<file path="src/rtl/fp_pkg.sv">
// Shared float-datapath definitions: IEEE-754 single-precision field widths,
// result flag bit positions, operand classes and the unpacked operand record.
package fp_pkg;

   localparam int FP_EXP_BIAS = 127;
   localparam int FP_MANT_W   = 23;
   localparam int FP_EXP_W    = 8;

   localparam int FLG_NAN = 2;
   localparam int FLG_OVF = 1;
   localparam int FLG_INX = 0;

   typedef enum logic [2:0] {
      ZERO = 3'd0,
      SUB  = 3'd1,
      NORM = 3'd2,
      INF  = 3'd3,
      NAN  = 3'd4
   } fp_class_t;

   // sh is the signed left-shift that places the significand LSB on the fixed-point grid
   typedef struct packed {
      logic             sign;
      fp_class_t        cls;
      logic [23:0]      sig;
      logic signed [9:0] sh;
   } fp_unpacked_t;

endpackage

</file>
<file path="src/rtl/fp_unpack.sv">
// Combinational unpack/classify of a single-precision float. Non-normal classes
// carry a zero significand so downstream shifters see no magnitude.
module fp_unpack
   import fp_pkg::*;
#(
   parameter int FRAC_W = 8
) (
   input  logic [31:0]  fp_i,
   output fp_unpacked_t unp_o
);

   logic [FP_EXP_W-1:0]  exp_s;
   logic [FP_MANT_W-1:0] man_s;

   assign exp_s = fp_i[30:23];
   assign man_s = fp_i[22:0];

   // classify operand and derive the fixed-point alignment shift
   always_comb begin
      unp_o.sign = fp_i[31];
      unp_o.sh   = 10'({2'b00, exp_s}) - 10'(FP_EXP_BIAS) + 10'(FRAC_W) - 10'(FP_MANT_W);
      unp_o.cls  = NORM;
      unp_o.sig  = {1'b1, man_s};
      if (exp_s == 8'd0) begin
         unp_o.sig = 24'd0;
         unp_o.cls = (man_s == 23'd0) ? ZERO : SUB;
      end else if (exp_s == 8'hFF) begin
         unp_o.sig = 24'd0;
         unp_o.cls = (man_s == 23'd0) ? INF : NAN;
      end else begin
         unp_o.cls = NORM;
         unp_o.sig = {1'b1, man_s};
      end
   end

endmodule

</file>
<file path="src/rtl/fp2fix_pipe.sv">
// Three-stage float-to-signed-fixed converter with valid/ready on both sides.
// Define FP2FIX_ROUND_EN for round-to-nearest-even; otherwise truncates toward zero.
module fp2fix_pipe
   import fp_pkg::*;
#(
   parameter int INT_W  = 16,
   parameter int FRAC_W = 8
) (
   input  logic                      clk,
   input  logic                      rst_n,
   input  logic                      in_valid,
   output logic                      in_ready,
   input  logic [31:0]               in_fp,
   output logic                      out_valid,
   input  logic                      out_ready,
   output logic [INT_W+FRAC_W-1:0]   out_fix,
   output logic [2:0]                out_flags
);

   localparam int W  = INT_W + FRAC_W;
   localparam int MW = W + 1;
   localparam logic [MW:0]  POS_LIM = {2'b00, 1'b0, {(W-1){1'b1}}};
   localparam logic [MW:0]  NEG_LIM = {2'b00, 1'b1, {(W-1){1'b0}}};
   localparam logic [W-1:0] FIX_MAX = {1'b0, {(W-1){1'b1}}};
   localparam logic [W-1:0] FIX_MIN = {1'b1, {(W-1){1'b0}}};

   fp_unpacked_t unp_s, s1_q;
   logic         s1_v_q, s2_v_q, s3_v_q;
   logic         s1_take_s, s2_take_s, s3_take_s;

   logic          s2_sign_q;
   fp_class_t     s2_cls_q;
   logic [MW-1:0] s2_mag_q, s2_mag_d;
   logic          s2_grd_q, s2_grd_d, s2_stk_q, s2_stk_d, s2_ovf_q, s2_ovf_d;
   logic [MW+23:0] lwide_s;
   logic [49:0]    rwide_s;
   logic [9:0]     nsh_s;

   logic [MW:0]   rmag_s;
   logic          inc_s, over_s;
   logic [W-1:0]  s3_fix_q, s3_fix_d;
   logic [2:0]    s3_flg_q, s3_flg_d;

   fp_unpack #(.FRAC_W(FRAC_W)) u_unpack (.fp_i(in_fp), .unp_o(unp_s));

   // a stage loads when empty or when its contents move on this edge
   assign s3_take_s = !s3_v_q | out_ready;
   assign s2_take_s = !s2_v_q | s3_take_s;
   assign s1_take_s = !s1_v_q | s2_take_s;
   assign in_ready  = s1_take_s;

   // S2: align significand onto the fixed-point grid
   always_comb begin
      s2_mag_d = '0;
      s2_grd_d = 1'b0;
      s2_stk_d = 1'b0;
      s2_ovf_d = 1'b0;
      lwide_s  = '0;
      rwide_s  = '0;
      nsh_s    = 10'd0;
      if (!s1_q.sh[9]) begin
         if ($signed(s1_q.sh) >= $signed(10'(MW))) begin
            s2_ovf_d = |s1_q.sig;
         end else begin
            lwide_s  = {{MW{1'b0}}, s1_q.sig} << s1_q.sh[8:0];
            s2_mag_d = lwide_s[MW-1:0];
            s2_ovf_d = |lwide_s[MW+23:MW];
         end
      end else begin
         nsh_s = 10'(-$signed(s1_q.sh));
         if ($signed(s1_q.sh) <= -10'sd26) begin
            s2_stk_d = |s1_q.sig;
         end else begin
            rwide_s  = {s1_q.sig, 26'd0} >> nsh_s;
            s2_mag_d = MW'(rwide_s[49:26]);
            s2_grd_d = rwide_s[25];
            s2_stk_d = |rwide_s[24:0];
         end
      end
   end

`ifdef FP2FIX_ROUND_EN
   assign inc_s = s2_grd_q & (s2_stk_q | s2_mag_q[0]);
`else
   assign inc_s = 1'b0;
`endif

   // S3: round, saturate by sign, apply two's complement, build flags
   always_comb begin
      rmag_s   = {1'b0, s2_mag_q} + {{MW{1'b0}}, inc_s};
      over_s   = s2_ovf_q | (s2_sign_q ? (rmag_s > NEG_LIM) : (rmag_s > POS_LIM));
      s3_fix_d = '0;
      s3_flg_d = 3'b000;
      case (s2_cls_q)
         NAN: begin
            s3_flg_d[FLG_NAN] = 1'b1;
         end
         INF: begin
            s3_fix_d          = s2_sign_q ? FIX_MIN : FIX_MAX;
            s3_flg_d[FLG_OVF] = 1'b1;
         end
         SUB: begin
            s3_flg_d[FLG_INX] = 1'b1;
         end
         NORM: begin
            if (over_s) begin
               s3_fix_d          = s2_sign_q ? FIX_MIN : FIX_MAX;
               s3_flg_d[FLG_OVF] = 1'b1;
            end else begin
               s3_fix_d          = s2_sign_q ? (W'(0) - rmag_s[W-1:0]) : rmag_s[W-1:0];
               s3_flg_d[FLG_INX] = s2_grd_q | s2_stk_q;
            end
         end
         default: begin
            s3_fix_d = '0;
            s3_flg_d = 3'b000;
         end
      endcase
   end

   // pipeline registers; reset drops every in-flight operand at once
   always_ff @(posedge clk or negedge rst_n) begin
      if (!rst_n) begin
         s1_v_q    <= 1'b0;
         s2_v_q    <= 1'b0;
         s3_v_q    <= 1'b0;
         s1_q      <= '0;
         s2_sign_q <= 1'b0;
         s2_cls_q  <= ZERO;
         s2_mag_q  <= '0;
         s2_grd_q  <= 1'b0;
         s2_stk_q  <= 1'b0;
         s2_ovf_q  <= 1'b0;
         s3_fix_q  <= '0;
         s3_flg_q  <= 3'b000;
      end else begin
         if (s1_take_s) begin
            s1_v_q <= in_valid;
            if (in_valid) s1_q <= unp_s;
         end
         if (s2_take_s) begin
            s2_v_q <= s1_v_q;
            if (s1_v_q) begin
               s2_sign_q <= s1_q.sign;
               s2_cls_q  <= s1_q.cls;
               s2_mag_q  <= s2_mag_d;
               s2_grd_q  <= s2_grd_d;
               s2_stk_q  <= s2_stk_d;
               s2_ovf_q  <= s2_ovf_d;
            end
         end
         if (s3_take_s) begin
            s3_v_q <= s2_v_q;
            if (s2_v_q) begin
               s3_fix_q <= s3_fix_d;
               s3_flg_q <= s3_flg_d;
            end
         end
      end
   end

   assign out_valid = s3_v_q;
   assign out_fix   = s3_fix_q;
   assign out_flags = s3_flg_q;

endmodule

</file>
<file path="config.mk">
export PLATFORM = sky130hd
export DESIGN_NAME = fp2fix_pipe
export DESIGN_NICKNAME = d
export VERILOG_FILES = /design/src/rtl/fp_pkg.sv /design/src/rtl/fp_unpack.sv /design/src/rtl/fp2fix_pipe.sv
export SDC_FILE = /design/constraint.sdc
export NUM_CORES = 1
export LEC_CHECK = 0
export BUFFER_PORTS_ARGS = -buffer_cell sky130_fd_sc_hd__buf_2
export CAP_MARGIN = 20
export CORE_MARGIN = 2
export CORE_UTILIZATION = 55
export CTS_BUF_LIST = sky130_fd_sc_hd__clkbuf_16
export DETAILED_ROUTE_END_ITERATION = 7
export GPL_ROUTABILITY_DRIVEN = 1
export PLACE_DENSITY = 0.74
export SLEW_MARGIN = 20
export SYNTH_ARGS = -nofsm -noshare
export SYNTH_HDL_FRONTEND = slang
export SYNTH_SLANG_ARGS = --single-unit
</file>
<file path="constraint.sdc">
create_clock -name clk -period 5.2 [get_ports clk]
set_input_delay 0.26 -clock clk [delete_from_list [all_inputs] [get_ports clk]]
set_output_delay 0.26 -clock clk [all_outputs]
set_load 0.05 [all_outputs]
</file>
== Word-level counts from Yosys, hierarchy flattened ==
Cells that the tools add are included.

* Add/sub/neg operators: 5
* $lt $le $gt $ge: 4
* Equal/unequal tests: 5
* Shifts and indexed selects: 2
* Multiplexer cells: 23
* Bitwise gates (word level): 5
* Reduce and logical (&&, ||, !) cells: 11

{| class="wikitable"
|+ Operator list
! cell !! number
|-
| 24-bit 2-to-1 mux || 4
|-
| 27-bit 2-to-1 mux || 2
|-
| 25-bit 2-to-1 mux || 2
|-
| 50-bit by 10-bit >> shifter with 50-bit output || 1
|-
| 24-bit by 9-bit left shift with 49-bit output || 1
|-
| 24-bit one-hot mux with 2 select lines || 1
|-
| 24-bit OR reduction || 2
|-
| 25-bit by 23-bit greater-than comparator with 1-bit output (second input constant) || 1
|-
| 25-bit by 24-bit greater-than comparator with 1-bit output (second input constant) || 1
|-
| 25-bit OR reduction || 1
|-
| 1-bit by 24-bit subtractor with 24-bit output (first input constant) || 1
|-
| 23-bit logical NOT || 1
|-
| 1-bit 2-to-1 mux || 11
|-
| 10-bit by 4-bit adder with 10-bit output (second input constant) || 1
|-
| 10-bit by 6-bit >= comparator with 1-bit output (second input constant) || 1
|-
| 10-bit by 6-bit less-or-equal comparator with 1-bit output (second input constant) || 1
|-
| 10-bit negator || 1
|-
| 10-bit by 5-bit subtractor with 10-bit output (second input constant) || 1
|-
| 8-bit by 7-bit subtractor with 9-bit output (second input constant) || 1
|-
| 8-bit equality test (second input constant) || 1
|-
| 8-bit logical NOT || 1
|-
| 3-bit by 2-bit equality test with 1-bit output (second input constant) || 2
|-
| 2-bit AND reduction || 3
|-
| 1-bit bitwise OR || 5
|-
| 5 further kinds || 8
|}

* Flip-flop bits (word level): 100

== Logic depth before layout (Yosys ltp) ==
* Depth after elaboration: 5
* Depth in mapped cells: 15

== Hierarchy ==
Synthesis repeated with hierarchy kept, for this count alone.

* Cells, all modules: 1070
* Area, all modules: 9064.9 um2

{| class="wikitable"
|+ Modules (own cells, without submodules)
! module !! times used !! cells each !! area each (um2)
|-
| fp2fix_pipe || 1 || 975 || 8359.3
|-
| fp_unpack || 1 || 95 || 705.7
|}

== Worst setup path before layout ==
OpenSTA, ideal clock, no wires.

* Path type: reg-to-reg
* Start: register s1_q[0] (netlist bit)
* End: register s2_stk_q
* Data arrival time: 3.559 ns
* Required time: 5.066 ns
* Setup slack: 1.508 ns
* Stages on the path, launching flop included: 15
* Buffers on the path: 4
* Period minus slack after synthesis: 3.692 ns
* Path through: dfrtp_1 > buf_4 > inv_2 > buf_4 > buf_2 > ha_1 > xor2_2 > buf_2 > mux4_2 > mux2i_4 > nand2_1 > a211o_1 > o41a_1 > a2111oi_2 > o211ai_1

* Cells in the longest elaborated chain, start to end: 5
* Elaborated cells between the ends (all ways): 6
* Those cells by class: add/sub: 1; order compare: 1; shift: 1; mux: 2; reduce/logical: 1

{| class="wikitable"
|+ Ends and longest elaborated chain
! what !! line !! source
|-
| start: declaration || fp2fix_pipe.sv:27 || <nowiki>fp_unpacked_t unp_s, s1_q;</nowiki>
|-
| start signal: assignment || fp2fix_pipe.sv:139 || <nowiki>if (in_valid) s1_q <= unp_s;</nowiki>
|-
| 10-bit negator || fp2fix_pipe.sv:70 || <nowiki>nsh_s = 10'(-$signed(s1_q.sh));</nowiki>
|-
| 50-bit by 10-bit >> shifter with 50-bit output || fp2fix_pipe.sv:74 || <nowiki>rwide_s = {s1_q.sig, 26'd0} >> nsh_s;</nowiki>
|-
| 25-bit OR reduction || fp2fix_pipe.sv:77 || <nowiki>s2_stk_d = |rwide_s[24:0];</nowiki>
|-
| 1-bit 2-to-1 mux * || fp2fix_pipe.sv:71 || <nowiki>if ($signed(s1_q.sh) <= -10'sd26) begin</nowiki>
|-
| 1-bit 2-to-1 mux * || fp2fix_pipe.sv:61 || <nowiki>if (!s1_q.sh[9]) begin</nowiki>
|-
| end signal: assignment || fp2fix_pipe.sv:148 || <nowiki>s2_stk_q <= s2_stk_d;</nowiki>
|-
| end: declaration || fp2fix_pipe.sv:34 || <nowiki>logic s2_grd_q, s2_grd_d, s2_stk_q, s2_stk_d, s2_ovf_q, s2_ovf_d;</nowiki>
|}

Every way passes the cells marked *; elsewhere a longest branch is shown, timed or not.
A chain may end at the register's enable or synchronous reset.

== Worst setup path after layout ==
Ends and elaborated chain as after synthesis.

==> impl_metrics.env <==
export IMPL_cap_violations=0
export IMPL_die_h_um=131
export IMPL_start_util=0.560
export IMPL_io_buffers=64
export IMPL_min_period_ps=3750
export IMPL_fin_crit_sh=0.721
export IMPL_power_density_nw_per_um2=441
export IMPL_layout_setup_ws_ps=1450
export IMPL_reg2reg_depth=11
export IMPL_worst_setup_path_end_kind="flip-flop"
export IMPL_wl_per_cell_um=21.7
export IMPL_h_tree_depth=3
export IMPL_synth_most_common_cell="nand2_1"
export IMPL_max_freq_mhz=267
export IMPL_worst_slew_pin_slew_ps=1010
export IMPL_seq_area_um2=2500
export IMPL_async_flop_share=1.00
export IMPL_critPathKind="flip-flop to flip-flop"
export IMPL_die_x_um=131
export IMPL_synth_edf_count=0
export IMPL_p_leak_nw=3.73
export IMPL_ant_nets=0
export IMPL_synth_area_top_cells="dfrtp_1 28%, mux4_2 9.4%, nand2_1 6.1%"
export IMPL_cts_sinks=100
export IMPL_clkPwrFrac=0.176
export IMPL_final_net_count=1099
export IMPL_whs_ps=96.1
export IMPL_setup_tns_ps=0
export IMPL_worst_slew_margin_rel=0.313
export IMPL_p_sw_mw=2.04
export IMPL_yosysSeqAreaShare=0.283
export IMPL_area_delta_synth_final_pct=6.55
export IMPL_io_pins=65
export IMPL_cts_tree="done"
export IMPL_via_count=8661
export IMPL_drt_pass1_iterations=6
export IMPL_syn_area_per_cell_um2=8.31
export IMPL_finalPower_mw=4.14
export IMPL_grt_pass1_wl_mm=43.7
export IMPL_antenna_found_initial=1
export IMPL_yosys_warnings=0
export IMPL_core_um2=15800
export IMPL_rsz0062_at_grt="false"
export IMPL_setup_viol=0
export IMPL_irDropWorstVdd_mv=0.280
export IMPL_synth_top_cell_area_share=0.283
export IMPL_layout_drive_gt1_share=0.164
export IMPL_root_buffer="clkbuf_16"
export IMPL_post_cts_setup_buffers=0
export IMPL_syn_inst=1062
export IMPL_worstSkewPairLatency_ps=360
export IMPL_hold_depth=2
export IMPL_p_sw_frac=0.491
export IMPL_synthesis_area_um2=8830
export IMPL_ys_types=79
export IMPL_synthFlopType="dfrtp_1"
export IMPL_ys_ff_latch=100
export IMPL_drc=0
export IMPL_place_congestion=1.02
export IMPL_multi_input_area_um2=5810
export IMPL_arrival_ps=4000
export IMPL_routed_wl_mm=27.7
export IMPL_gr_total_overflow=0
export IMPL_skew_ps=9.71
export IMPL_syn_num_nets=1107
export IMPL_drtIter0Drc=1158
export IMPL_cp_required_ps=5440
export IMPL_via_per_inst=6.79
export IMPL_status="completed"
export IMPL_hold_viol=0
export IMPL_grt_pass1_vias=7786
export IMPL_yosys_top_cells_count="144 x nand2_1, 105 x nor2_1, 100 x dfrtp_1"
export IMPL_numCtsBuffers=9
export IMPL_grt_max_degree=56
export IMPL_n_fill_cell=1453
export IMPL_postCtsResizedCells=0
export IMPL_cts_path_max_buffers=2
export IMPL_startpoint_type="flip-flop"
export IMPL_hp_class="input pin to flip-flop"
export IMPL_clkTransAtPathRegs_ps=80
export IMPL_p_int_mw=2.11
export IMPL_pre_cts_ws_ps=1470
export IMPL_crit_fanout=32
export IMPL_fp_row_count=46
export IMPL_track_usage=0.330
export IMPL_p_seq_frac=0.271
export IMPL_diodes=0
export IMPL_dp_hpwl_mm=20.1
export IMPL_yosysTopAreaCell="dfrtp_1"
export IMPL_die_area_um2=17100
export IMPL_slew_violations=0
export IMPL_combPwrFrac=0.553
-- final cells by class --
cell class,instances,share of cell area
Clock buffer,9,0.0239
Clock inverter,7,0.00891
Inverter,19,0.00758
Multi-Input combinational cell,844,0.617
Sequential cell,100,0.266
Tap cell,216,0.0287
Timing Repair Buffer,80,0.0473
-- routing by layer --
| metal | wire length, um | vias up | global-route usage |
|---|---|---|---|
| li1 | - | 3973 | - |
| met1 | 11800 | 4116 | 0.480 |
| met2 | 12000 | 486 | 0.485 |
| met3 | 2920 | 86 | 0.0753 |
| met4 | 921 | 0 | 0.120 |
| met5 | 0 | - | 0 |
-- power groups by stage --
stage,registers (mW),clock network [mW],logic [mW]
final,1.12,0.727,2.29
after floorplan,1.28,0,1.54
after CTS,1.11,0.734,2.24
after global placement,1.12,0,2.24
after detailed placement,1.13,0,2.23
after global routing,1.15,0.768,2.46
-- sequential cells by signal (all words and copies together), names as in the netlist --
register   flops
s2_sign_q      1
s2_grd_q       1
s1_v_q         1
s2_v_q         1
s2_cls_q       3
s1_q          38
s2_mag_q      25
out_flags      3
out_fix       24
out_valid      1
s2_stk_q       1
s2_ovf_q       1
-- worst paths after layout --
kind / startpoint / endpoint / slack (ps)
setup / recovery: s1_q[0] / s2_stk_q / 1450
hold / removal: in_valid / s1_v_q / 100
setup reg to reg: s1_q[0] / s2_stk_q / 1450
hold reg to reg: out_flags[2] / out_flags[2] / 460
max in group asynchronous: rst_n / out_fix[7] / 3660
min in group asynchronous: rst_n / s1_v_q / 490
-- timing repair --
action | in CTS | in global routing
hold buffers | 1 | 0
endpoints found under the setup margin | 0 | 0
hold endpoints to repair | 38 | 0
-- through the flow --
step                 util  cells  area [um^2]
CTS                 0.597   1275         9410
global placement    0.576   1258         9090
floorplan               -   1062         8830
finish              0.597   1275         9410
detailed placement  0.576   1258         9090
global route        0.597   1275         9410
-- logic make-up (layout without fill, tap and decap cells) --
logic type / Yosys count / after routing / synth area share
AND/OR/NAND/NOR: 410 / 410 / 0.217
buffers and inverters: 118 / 115 / 0.0588
adder cells (fa/ha/maj): 9 / 9 / 0.0128
XOR/XNOR: 20 / 20 / 0.0215
AO/OA/AOI/OAI: 298 / 298 / 0.226
multiplexers: 107 / 107 / 0.180
flip-flops: 100 / 100 / 0.283
-- cell usage in the layout, fill, tap and decap left out, types with 16 or more instances in the layout --
cell,n
nand2_1,144
nor2_1,105
dfrtp_1,99
buf_2,63
o21ai_0,58
a21oi_1,57
mux2i_1,43
nor3_1,40
mux4_2,37
a22o_1,28
nand3_1,26
mux2_2,22
o22ai_1,22
nor4_1,20
o211ai_1,17
buf_4,16
-- worst max-delay path: stages, from the launching register on --
cell	delay, ps
dfrtp_1	420
inv_2	410
ha_1	390
xor2_2	150
buf_4	370
mux4_2	430
mux2i_4	230
nand2_1	130
a211o_1	310
o41a_1	320
a2111oi_2	340
o211ai_1	120
(Power assumes the default switching activity.)
